==> src/rtl/usr_btn_debounce.sv <==
// usr_btn_debounce: board user-button conditioner.
// Synchronizes the raw pad into clk48 and debounces it into a stable level.
// Also produces one-cycle press/release/long-press strobes, a wrapping press
// counter, and a one-deep event register with a sticky overflow flag.
module usr_btn_debounce #(
  parameter int DEBOUNCE_CYCLES = 480000,
  parameter int LONG_CYCLES     = 48000000,
  parameter bit BTN_ACTIVE_LOW  = 1'b1
) (
  input  logic       clk48,
  input  logic       rst_n,
  input  logic       usr_btn,
  output logic       btn_level,
  output logic       press_pulse,
  output logic       release_pulse,
  output logic       long_pulse,
  output logic [7:0] press_count,
  output logic       evt_valid,
  output logic [1:0] evt_code,
  input  logic       evt_ready,
  output logic       evt_ovf,
  input  logic       clr_ovf
);

  localparam int DB_W   = $clog2(DEBOUNCE_CYCLES + 1);
  localparam int HOLD_W = $clog2(LONG_CYCLES + 1);

  localparam logic [DB_W-1:0]   DB_LAST   = DB_W'(DEBOUNCE_CYCLES - 1);
  localparam logic [DB_W-1:0]   DB_ONE    = DB_W'(1);
  localparam logic [HOLD_W-1:0] HOLD_MAX  = HOLD_W'(LONG_CYCLES);
  localparam logic [HOLD_W-1:0] HOLD_LAST = HOLD_W'(LONG_CYCLES - 1);
  localparam logic [HOLD_W-1:0] HOLD_ONE  = HOLD_W'(1);

  // The pad level that means "not pressed"; the synchronizer starts here so
  // that reset exit never looks like an edge.
  localparam logic PAD_RELEASED = BTN_ACTIVE_LOW;

  localparam logic [1:0] EVT_NONE    = 2'b00;
  localparam logic [1:0] EVT_PRESS   = 2'b01;
  localparam logic [1:0] EVT_RELEASE = 2'b10;
  localparam logic [1:0] EVT_LONG    = 2'b11;

  // Registered state
  logic [1:0]        sync_q,        sync_d;
  logic              stable_q,      stable_d;
  logic [DB_W-1:0]   db_cnt_q,      db_cnt_d;
  logic [HOLD_W-1:0] hold_cnt_q,    hold_cnt_d;
  logic              press_q,       press_d;
  logic              release_q,     release_d;
  logic              long_q,        long_d;
  logic [7:0]        press_count_q, press_count_d;
  logic              evt_valid_q,   evt_valid_d;
  logic [1:0]        evt_code_q,    evt_code_d;
  logic              evt_ovf_q,     evt_ovf_d;

  // Combinational helpers
  logic       pressed_sync;
  logic       new_evt;
  logic [1:0] new_code;

  // Two-stage synchronizer: stage 0 samples the pad, stage 1 feeds the debouncer.
  always_comb begin
    sync_d       = {sync_q[0], usr_btn};
    pressed_sync = sync_q[1] ^ BTN_ACTIVE_LOW;
  end

  // Debounce: accept a new level only after DEBOUNCE_CYCLES consecutive differing samples.
  always_comb begin
    stable_d  = stable_q;
    db_cnt_d  = db_cnt_q;
    press_d   = 1'b0;
    release_d = 1'b0;
    if (pressed_sync == stable_q) begin
      db_cnt_d = '0;
    end else if (db_cnt_q == DB_LAST) begin
      stable_d  = ~stable_q;
      db_cnt_d  = '0;
      press_d   = ~stable_q;
      release_d = stable_q;
    end else begin
      db_cnt_d = db_cnt_q + DB_ONE;
    end
  end

  // Long-press timer: counts held cycles and saturates, so it fires once per press.
  // A release on the very edge the timer would expire wins, so release and
  // long never compete for the event register.
  always_comb begin
    hold_cnt_d = hold_cnt_q;
    long_d     = 1'b0;
    if (!stable_q || release_d) begin
      hold_cnt_d = '0;
    end else if (hold_cnt_q < HOLD_MAX) begin
      hold_cnt_d = hold_cnt_q + HOLD_ONE;
      long_d     = (hold_cnt_q == HOLD_LAST);
    end
  end

  // Press counter: wraps naturally at 8 bits.
  always_comb begin
    press_count_d = press_count_q + {7'd0, press_d};
  end

  // Event slot: load when empty or being drained, otherwise drop and flag overflow.
  always_comb begin
    new_evt     = press_d | release_d | long_d;
    new_code    = EVT_NONE;
    if (press_d) begin
      new_code = EVT_PRESS;
    end else if (release_d) begin
      new_code = EVT_RELEASE;
    end else if (long_d) begin
      new_code = EVT_LONG;
    end

    evt_valid_d = evt_valid_q;
    evt_code_d  = evt_code_q;
    evt_ovf_d   = evt_ovf_q;

    if (new_evt && (!evt_valid_q || evt_ready)) begin
      evt_valid_d = 1'b1;
      evt_code_d  = new_code;
    end else if (evt_valid_q && evt_ready) begin
      evt_valid_d = 1'b0;
      evt_code_d  = EVT_NONE;
    end

    // A drop in the same cycle as a clear leaves the flag set.
    if (new_evt && evt_valid_q && !evt_ready) begin
      evt_ovf_d = 1'b1;
    end else if (clr_ovf) begin
      evt_ovf_d = 1'b0;
    end
  end

  // All state flops; reset puts everything into the released, empty state.
  always_ff @(posedge clk48 or negedge rst_n) begin
    if (!rst_n) begin
      sync_q        <= {2{PAD_RELEASED}};
      stable_q      <= 1'b0;
      db_cnt_q      <= '0;
      hold_cnt_q    <= '0;
      press_q       <= 1'b0;
      release_q     <= 1'b0;
      long_q        <= 1'b0;
      press_count_q <= '0;
      evt_valid_q   <= 1'b0;
      evt_code_q    <= EVT_NONE;
      evt_ovf_q     <= 1'b0;
    end else begin
      sync_q        <= sync_d;
      stable_q      <= stable_d;
      db_cnt_q      <= db_cnt_d;
      hold_cnt_q    <= hold_cnt_d;
      press_q       <= press_d;
      release_q     <= release_d;
      long_q        <= long_d;
      press_count_q <= press_count_d;
      evt_valid_q   <= evt_valid_d;
      evt_code_q    <= evt_code_d;
      evt_ovf_q     <= evt_ovf_d;
    end
  end

  assign btn_level     = stable_q;
  assign press_pulse   = press_q;
  assign release_pulse = release_q;
  assign long_pulse    = long_q;
  assign press_count   = press_count_q;
  assign evt_valid     = evt_valid_q;
  assign evt_code      = evt_code_q;
  assign evt_ovf       = evt_ovf_q;

endmodule

==> config.mk <==
export PLATFORM = sky130hd
export DESIGN_NAME = usr_btn_debounce
export DESIGN_NICKNAME = d
export VERILOG_FILES = /design/src/rtl/usr_btn_debounce.sv
export SDC_FILE = /design/constraint.sdc
export NUM_CORES = 1
export LEC_CHECK = 0
export BUFFER_PORTS_ARGS = -buffer_cell sky130_fd_sc_hd__buf_2
export CORE_ASPECT_RATIO = 0.6
export CORE_MARGIN = 2
export CORE_UTILIZATION = 54
export DETAILED_ROUTE_END_ITERATION = 7
export PLACE_DENSITY = 0.75
export SLEW_MARGIN = 25
export SYNTH_ARGS = -nofsm -noshare
export SYNTH_HDL_FRONTEND = slang
export SYNTH_SLANG_ARGS = --single-unit
==> constraint.sdc <==
create_clock -name clk48 -period 2.7 [get_ports clk48]
set_clock_uncertainty 0.15 [all_clocks]
set_input_delay 0.675 -clock clk48 [delete_from_list [all_inputs] [get_ports clk48]]
set_output_delay 0.675 -clock clk48 [all_outputs]
set_load 0.005 [all_outputs]
==> metrics.md, run 1 <==
| Metric | Value |
|---|---|
| Status | `complete, but fails checks` |
| Violations in the final reports | `design-rule violations` |
| Root Driver | `clkbuf_8` |
| Filler cells | `437` |
| Share of cells above drive strength 1 | `20.79%` |
| Ant. Diodes | `0` |
| Slew margin rel. | `59.78%` |
| Tcrit/Tclk final | `99.74%` |
| Flop-to-flop setup slack | `0.007 ns` |
| Die width | `102.1 um` |
| Mapped Cells | `310` |
| Clock group share of total power | `44.5%` |
| Reg area | `0.001579 mm^2` |
| Final Slew Violations | `0` |
| Post-synthesis cell type count | `50` |
| Seq pwr share | `52.9%` |
| WL final | `6502 um` |
| Pre-CTS setup slack | `-0.06825 ns` |
| Core Area | `0.005570 mm^2` |
| Drt pass-1 iters | `7` |
| DIE AREA | `0.006415 mm^2` |
| Vias in the first global route | `2367` |
| Critical path's top delay family | `simple AND/OR/NAND/NOR gates` |
| Final min period | `2.693 ns` |
| CTS buffer count | `9` |
| Mean area per synthesized cell | `10.05 um^2` |
| GR Overflow Total | `0` |
| DRC | `1` |
| Largest net degree at the start of global routing | `26` |
| VDD IR max | `329.1 uV` |
| RePlAce Congestion | `0.8769` |
| Int Pwr | `1.415 mW` |
| Multi-input gate area | `0.001520 mm^2` |
| Top post-synthesis cells by area | `dfrtp_1, xor2_1, nor2_1` |
| Crit path setup slack, layout | `0.006947 ns` |
| Vias | `2516` |
| Post-Syn Area | `0.003117 mm^2` |
| Initial Utilization | `55.95%` |
| # IOs | `21` |
| Switching share of total power | `22.12%` |
| Routed WL per cell | `14.91 um` |
| Hold Crit Class | `in -> async` |
| MaxCap Viol Count | `0` |
| FF+latch count, synth | `63` |
| GRT Util Overall | `22.67%` |
| Primary FF master, synth | `dfrtp_1` |
| Power Dens Cells | `493.6 mW/mm^2` |
| Non-Filler Instances | `436` |
| Crit path launch type | `flop` |
| Clk sinks | `63` |
| Pleak | `1.558 nW` |
| Worst-Margin Slew | `0.6007 ns` |
| Via density | `5.771` |
| Hold buffer count at cts | `0` |
| Post-synth top cells | `dfrtp_1, nor2_1, nand2_1` |
| ANT nets after route | `0` |
| CTS tree | `yes` |
| Final setup TNS | `0 ns` |
| NetSw | `0.4018 mW` |
| First-pass GRT wire length | `11210 um` |
| Number of synthesized flops with an enable pin | `0` |
| Initial antenna violation count | `0` |
| Fmax | `0.3713 GHz` |
| Core Rows | `21` |
| Required @ worst endpoint | `2.78 ns` |
| Port buffer count | `20` |
| Clk slew on worst S/H paths | `0.07 ns` |
| Syn. warnings | `0` |
| Largest stage delay, worst path | `0.53 ns` |
| Critical Path Sink Type | `flop` |
| Placed insts | `418` |
| Clock Latency Late Sink | `0.34 ns` |
| Final Hold Vio Count | `0` |
| Synth Net Count | `319` |
| Fin nets | `360` |
| Seq/Total Area, Yosys | `50.66%` |
| Combinational Power Share | `2.6%` |
| Worst Path Arrival | `2.77 ns` |
| Clk buf depth | `2` |
| CP bufs+invs | `0` |
| Crit-path slowest cell | `or4b_1` |
| Worst-path cell chain | `or4b_1, or4_4, nor3_4, nor3b_4, ha_4, and4_1, nand4_1, xnor2_1` |
| Area leader, netlist | `dfrtp_1` |
| Setup Viol. Count Final | `0` |
| Kind of critical path | `reg -> reg` |
| H-tree Lvls | `3` |
| Async set-reset flop share out of synthesis | `100.0%` |
| First DRT Iteration DRCs | `153` |
| Count leader, synth | `dfrtp_1` |
| RSZ-0062 raised after global routing | `true` |
| Post-DP HPWL | `4658 um` |
| Die Y | `62.85 um` |
| Top-area cell type share of the netlist area | `48.98%` |
| Area grow syn2layout | `18.07%` |
| Worst Path Max Fanout | `3` |
## path summary, 6_finish.rpt
kind                               from        endpoint  cells after the start
max in group asynchronous         rst_n  press_count[6]                      2
max                        db_cnt_q[15]  press_count[7]                      8
min in group clk48            sync_q[0]       sync_q[1]                      0
max reg2reg                db_cnt_q[15]  press_count[7]                      8
min                               rst_n    db_cnt_q[16]                      1
min reg2reg                   sync_q[0]       sync_q[1]                      0
## metrics by stage
stage	cell area, um^2	util (%)	hold slack, ns	total power [mW]
after CTS	3645	65.43	0.1965	1.847
after global routing	3680	66.06	0.2142	1.890
after global placement	3438	61.73	0.1961	1.025
after detailed placement	3438	61.73	0.1968	1.026
after floorplan	3127	-	0.1952	0.9902
final	3680	66.06	0.1886	1.817
## registers in the layout (all words and copies together) (netlist names)
register       flops
btn_level          1
db_cnt_q          19
evt_code           2
evt_ovf            1
evt_valid          1
hold_cnt_q        26
long_pulse         1
press_count        8
press_pulse        1
release_pulse      1
sync_q             2
## cells by family (layout without fill, tap and decap cells)
| group | count (synthesis) | after routing | share of synthesized area (%) |
|---|---|---|---|
| simple gates | 142 | 142 | 24.69 |
| flops | 63 | 63 | 50.66 |
| compound gates | 54 | 54 | 11.60 |
| xor+xnor | 32 | 32 | 8.992 |
| buf+inv | 13 | 59 | 1.806 |
| fa+ha+maj | 4 | 4 | 1.606 |
| mux | 2 | 2 | 0.6423 |
## per-layer routing
| metal | track usage [%] | vias to the layer above | share of wire (%) |
|---|---|---|---|
| met2 | 30.67 | 71 | 41 |
| met5 | 0 | - | 0 |
| li1 | - | 1196 | - |
| met3 | 6.040 | 10 | 5.6 |
| met4 | 9.500 | 0 | 1.6 |
| met1 | 34.09 | 1239 | 51 |
## placed cells by master, fill, tap and decap left out, drive strengths merged, types with 3 or more instances in the layout
cell type  count
dfrtp         61
buf           39
nor2          36
nand2         25
xor2          17
a21oi         16
xnor2         15
nand3         14
o21ai         14
nand4         11
clkbuf        10
or3            9
and3           8
or4            8
nor3           7
nand2b         5
inv            4
or2            4
nor4           4
o2111ai        4
o31ai          4
ha             4
o21a           3
o211ai         3
clkinv         3
## power by group through the flow
stage / combinational, mW / sequential, mW / clock (mW)
after floorplan: 0.0148 / 0.975 / 0
after global placement: 0.0475 / 0.978 / 0
after detailed placement: 0.0482 / 0.978 / 0
after CTS: 0.0487 / 0.961 / 0.837
after global routing: 0.0541 / 0.961 / 0.875
final: 0.0467 / 0.961 / 0.809
## worst register-to-register path, stage by stage (launching register included)
cell,delay (ns)
dfrtp_1,0.38
or4b_1,0.53
or4_4,0.45
nor3_4,0.14
nor3b_4,0.27
ha_4,0.18
and4_1,0.22
nand4_1,0.12
xnor2_1,0.14
## cell type report
class	instances	area share, %
repair buffers	39	7.276
inverters	4	0.4080
flip-flops and latches	63	42.91
well taps	80	2.720
clock inverters	6	1.632
clock buffers	10	3.740
multi-input cells	234	41.31
## what timing repair did
item / in CTS / in global routing
endpoints found under the setup margin: 3 / 5
setup buffers: 0 / 2
pin swaps: 2 / 2
gates cloned: 0 / 0
gates resized for setup: 2 / 2
(Power assumes the default switching activity.)
==> inputs of run 2 (changes only) <==
- RECOVER_POWER: unset -> 50
==> metrics.md, run 2 (synthesis gave the netlist of run 1 again) <==
| Metric | Value |
|---|---|
| Status | `complete, but fails checks` |
| Violations in the final reports | `design-rule violations` |
| Required @ worst endpoint | `2.78 ns` |
| H-tree Lvls | `3` |
| Vias in the first global route | `2367` |
| Hold Path Origin | `sync_q[0]` |
| First DRT Iteration DRCs | `153` |
| Final Slew Violations | `0` |
| Routed WL per cell | `14.95 um` |
| Initial antenna violation count | `0` |
| Crit Reg-Reg Startpoint | `db_cnt_q[15]` |
| Flop-to-flop setup slack | `0.007 ns` |
| Worst Path Arrival | `2.77 ns` |
| Clock Latency Late Sink | `0.34 ns` |
| Setup Viol. Count Final | `0` |
| Fmax | `0.3713 GHz` |
| Core Rows | `21` |
| Drt pass-1 iters | `7` |
| Hold Slack | `0.2049 ns` |
| Die width | `102.1 um` |
| Initial Utilization | `55.95%` |
| CTS buffer count | `9` |
| Port buffer count | `20` |
| CTS tree | `yes` |
| Core Area | `0.005570 mm^2` |
| MaxCap Viol Count | `0` |
| Area grow syn2layout | `17.42%` |
| WL final | `6518 um` |
| Most frequent cells in the layout | `dfrtp_1, nor2_1, nand2_1` |
| GRT Util Overall | `22.67%` |
| Pre-CTS setup slack | `-0.06825 ns` |
| Placed insts | `418` |
| Clk buf depth | `2` |
| First-pass GRT wire length | `11210 um` |
| Clk sinks | `63` |
| Post-DP HPWL | `4658 um` |
| Worst-Margin Slew | `1.258 ns` |
| Power Dens Cells | `495.1 mW/mm^2` |
| Kind of critical path | `reg -> reg` |
| Min-Delay Path Depth | `0` |
| Worst Hold Path EP | `sync_q[1]` |
| Pleak | `1.549 nW` |
| Ant. Diodes | `0` |
| Final instance area | `0.003660 mm^2` |
| Worst Path Max Fanout | `3` |
| Non-Filler Instances | `436` |
| Critical Path Sink Type | `flop` |
| Max reg flops | `26` |
| Hold Crit Class | `reg -> reg` |
| Clk slew on worst S/H paths | `0.07 ns` |
| RePlAce Congestion | `0.8769` |
| Final Hold Vio Count | `0` |
| Crit path launch type | `flop` |
| Fin nets | `360` |
| Share of cells above drive strength 1 | `19.10%` |
| Tcrit/Tclk final | `99.74%` |
| GR Overflow Total | `0` |
| Die Y | `62.85 um` |
| Commonest non-fill, non-tap cell in the layout | `dfrtp_1` |
| VDD IR max | `328.8 uV` |
| DIE AREA | `0.006415 mm^2` |
| # IOs | `21` |
| Crit path setup slack, layout | `0.006932 ns` |
| Final min period | `2.693 ns` |
| DRC | `1` |
| Via density | `5.771` |
| Reg with most FFs | `hold_cnt_q` |
| Vias | `2516` |
| RSZ-0062 raised after global routing | `true` |
| Post-DP Area | `0.003438 mm^2` |
| Largest net degree at the start of global routing | `26` |
| FF-to-FF End | `press_count[7]` |
| ANT nets after route | `0` |
| Tot Pwr | `1.812 mW` |
| Root Driver | `clkbuf_8` |
| Reg2reg path depth | `8` |
| Hold buffer count at cts | `0` |
| Slew margin rel. | `16.10%` |
==> run 2: cell count changes in the layout (fill, tap and decap cells not counted), sizes merged <==
cell / change
buf: -6
clkbuf: +4
dlymetal6s2s: +2
==> run 2: power breakdown <==
part | leakage [nW] | switching, mW | internal, mW
registers | 0.869 | 0.00858 | 0.953
logic | 0.582 | 0.0295 | 0.0126
clock network | 0.0981 | 0.363 | 0.446
==> run 2: worst max-delay path: stages, from the launching register on <==
cell	delay (ns)
dfrtp_1	0.38
or4b_1	0.53
or4_4	0.45
nor3_4	0.14
nor3b_4	0.27
ha_4	0.18
and4_1	0.22
nand4_1	0.12
xnor2_1	0.14
==> run 2: final cells by class <==
type / count / area [um^2]
Fill cell: 443 / 1911
Sequential cell: 63 / 1579
Multi-Input combinational cell: 234 / 1520
Timing Repair Buffer: 39 / 247.7
Clock buffer: 10 / 137.6
Tap cell: 80 / 100.1
Clock inverter: 6 / 60.06
Inverter: 4 / 15.01
==> run 2: what timing repair did <==
item	CTS	global route
pin swaps	2	2
setup endpoints to repair	3	5
resized for setup	2	2
setup buffers	0	2
==> run 2: metal layers <==
| metal | GRT usage (%) | vias up | wire [um] |
|---|---|---|---|
| li1 | - | 1196 | - |
| met1 | 34.09 | 1236 | 3345 |
| met2 | 30.67 | 74 | 2686 |
| met3 | 6.040 | 10 | 382 |
| met4 | 9.500 | 0 | 103 |
| met5 | 0 | - | 0 |
==> run 2: metrics by stage <==
stage	util, %	setup TNS [ns]
floorplan	-	-0.0006515
global placement	61.73	-0.001127
detailed placement	61.73	-0.1262
CTS	65.43	-0.01691
global route	65.70	-0.07853
finish	65.70	0
==> run 2: how the worst max path moves through the flow <==
stage                 start        endpoint  slack (ns)  cells past startpoint
6_report       db_cnt_q[15]  press_count[7]       0.007                      8
5_1_grt        db_cnt_q[15]  press_count[7]       -0.07                      8
4_1_cts        db_cnt_q[15]  press_count[7]       -0.02                      8
3_5_place_dp   db_cnt_q[15]  press_count[7]       -0.07                      8
3_3_place_gp   db_cnt_q[15]  press_count[6]      -0.001                      9
2_1_floorplan  db_cnt_q[15]  press_count[6]     -0.0007                      9
==> inputs of run 3 (changes only) <==
- PLACE_DENSITY: 0.75 -> 0.81
==> metrics.md, run 3 (synthesis gave the netlist of run 1 again) <==
| Metric | Value |
|---|---|
| Core Rows | `21` |
| Hold Crit Class | `reg -> reg` |
| CTS buffer count | `9` |
| Hold Path Origin | `sync_q[0]` |
| First DRT Iteration DRCs | `171` |
| Die width | `102.1 um` |
| DRC | `0` |
| Combinational Power Share | `2.3%` |
| MaxCap Viol Count | `1` |
| Crit-path slowest cell | `or4b_4` |
| Final min period | `2.730 ns` |
| Reg2reg path depth | `8` |
| NetSw | `0.3961 mW` |
| Hold Slack | `0.2135 ns` |
| Critical path's top delay family | `simple AND/OR/NAND/NOR gates` |
| Required @ worst endpoint | `2.79 ns` |
| Commonest non-fill, non-tap cell in the layout | `dfrtp_1` |
| Routed WL per cell | `15.62 um` |
| Worst-Margin Slew | `1.484 ns` |
| Worst Hold Path EP | `sync_q[1]` |
| Die Y | `62.85 um` |
| Fmax | `0.3663 GHz` |
| Power Dens Cells | `491.1 mW/mm^2` |
| Clk sinks | `63` |
| RSZ-0062 raised after global routing | `true` |
| Largest net degree at the start of global routing | `64` |
| Area grow syn2layout | `17.50%` |
| Kind of critical path | `reg -> reg` |
| DIE AREA | `0.006415 mm^2` |
| Clock group share of total power | `44.2%` |
| Worst Path Max Fanout | `3` |
| Worst-path cell chain | `or4b_4, or4_4, nor3_4, nor3b_4, ha_2, and4_1, nand4_1, xnor2_1` |
| GR Overflow Total | `0` |
| Final core utilization | `65.75%` |
| Hold buffer count at cts | `0` |
| Ant. Diodes | `0` |
| CTS tree | `yes` |
| Clk slew on worst S/H paths | `0.07 ns` |
| Fin nets | `364` |
| Crit path setup slack, layout | `-0.03034 ns` |
| Status | `complete, but fails checks` |
| Clock Latency Late Sink | `0.35 ns` |
| First-pass GRT wire length | `11560 um` |
| Core Area | `0.005570 mm^2` |
| Switching share of total power | `22.03%` |
| Violations in the final reports | `max-capacitance violations, negative setup slack` |
| Vias | `2547` |
| Setup Viol. Count Final | `1` |
| Non-Filler Instances | `438` |
| Most frequent cells in the layout | `dfrtp_1, nor2_1, nand2_1` |
| Post-DP HPWL | `4803 um` |
| Root Driver | `clkbuf_8` |
| VDD IR max | `364.9 uV` |
| RePlAce Congestion | `0.8864` |
| Placed insts | `420` |
| Tot Pwr | `1.798 mW` |
| Tcrit/Tclk final | `101.1%` |
| Largest stage delay, worst path | `0.53 ns` |
| WL final | `6843 um` |
| Slew margin rel. | `1.063%` |
| Min-Delay Path Depth | `0` |
| Int Pwr | `1.402 mW` |
| Clk buf depth | `2` |
| Critical Path Sink Type | `flop` |
| FF-to-FF End | `press_count[7]` |
| Reg with most FFs | `hold_cnt_q` |
| Crit Reg-Reg Startpoint | `db_cnt_q[15]` |
| Max reg flops | `26` |
| Initial antenna violation count | `0` |
| CP bufs+invs | `0` |
| Seq pwr share | `53.5%` |
| Worst Path Arrival | `2.82 ns` |
| Port buffer count | `20` |
| Flop-to-flop setup slack | `-0.03 ns` |
| Pleak | `1.565 nW` |
| Share of cells above drive strength 1 | `21.23%` |
| Drt pass-1 iters | `5` |
| Vias in the first global route | `2370` |
| Pre-CTS setup slack | `-0.1093 ns` |
| Final Hold Vio Count | `0` |
| Final Slew Violations | `0` |
| ANT nets after route | `0` |
| Initial Utilization | `55.95%` |
| # IOs | `21` |
| Crit path launch type | `flop` |
| H-tree Lvls | `3` |
| GRT Util Overall | `23.82%` |
| Via density | `5.815` |
## run 3: cell type report
class,instances,area [um^2]
Sequential cell,63,1579
Fill cell,474,1908
Clock buffer,10,137.6
Timing Repair Buffer,43,269.0
Multi-Input combinational cell,234,1514
Clock inverter,4,47.55
Tap cell,80,100.1
Inverter,4,15.01
## run 3: metrics by stage
stage / TNS (ns) / instance area (um^2)
3_5_place_dp: -0.1856 / 3441
3_3_place_gp: -0.06102 / 3441
2_1_floorplan: -0.0006515 / 3127
5_1_grt: -0.3528 / 3662
4_1_cts: 0 / 3650
6_report: -0.03034 / 3662
## run 3: per-layer routing
layer  track usage [%]  up-vias  wire length, um
li1                  -     1211                -
met1             37.01     1234             3385
met2             31.83       88             2866
met3             6.376       14              475
met4             8.333        0              115
met5                 0        -                0
## run 3: power groups by stage
stage	Clock (mW)	Sequential (mW)	Combinational, mW
floorplan	0	0.975	0.0148
global placement	0	0.977	0.0455
CTS	0.811	0.961	0.0461
finish	0.796	0.962	0.0412
detailed placement	0	0.978	0.0456
global route	0.860	0.962	0.0481
## run 3: worst max-delay path by stage
stage                      start        endpoint  cells after the start
floorplan           db_cnt_q[15]  press_count[6]                      9
global placement    db_cnt_q[15]  press_count[6]                      9
detailed placement  db_cnt_q[15]  press_count[6]                      9
CTS                 db_cnt_q[15]  press_count[6]                      9
global route        db_cnt_q[15]  press_count[7]                      8
finish              db_cnt_q[15]  press_count[7]                      8
## run 3: what timing repair did
action	CTS	global route
pin swaps	2	1
buffers inserted	2	2
gates resized for setup	2	3
endpoints found under the setup margin	4	9
## run 3: worst reg2reg max path: cells and delay by family, from the launching register on
kind                       cells  cell delay, ns
xor gates and xnor gates       1            0.14
adders and majority gates      1            0.25
DFF                            1            0.37
and+or+nand+nor                6            1.71
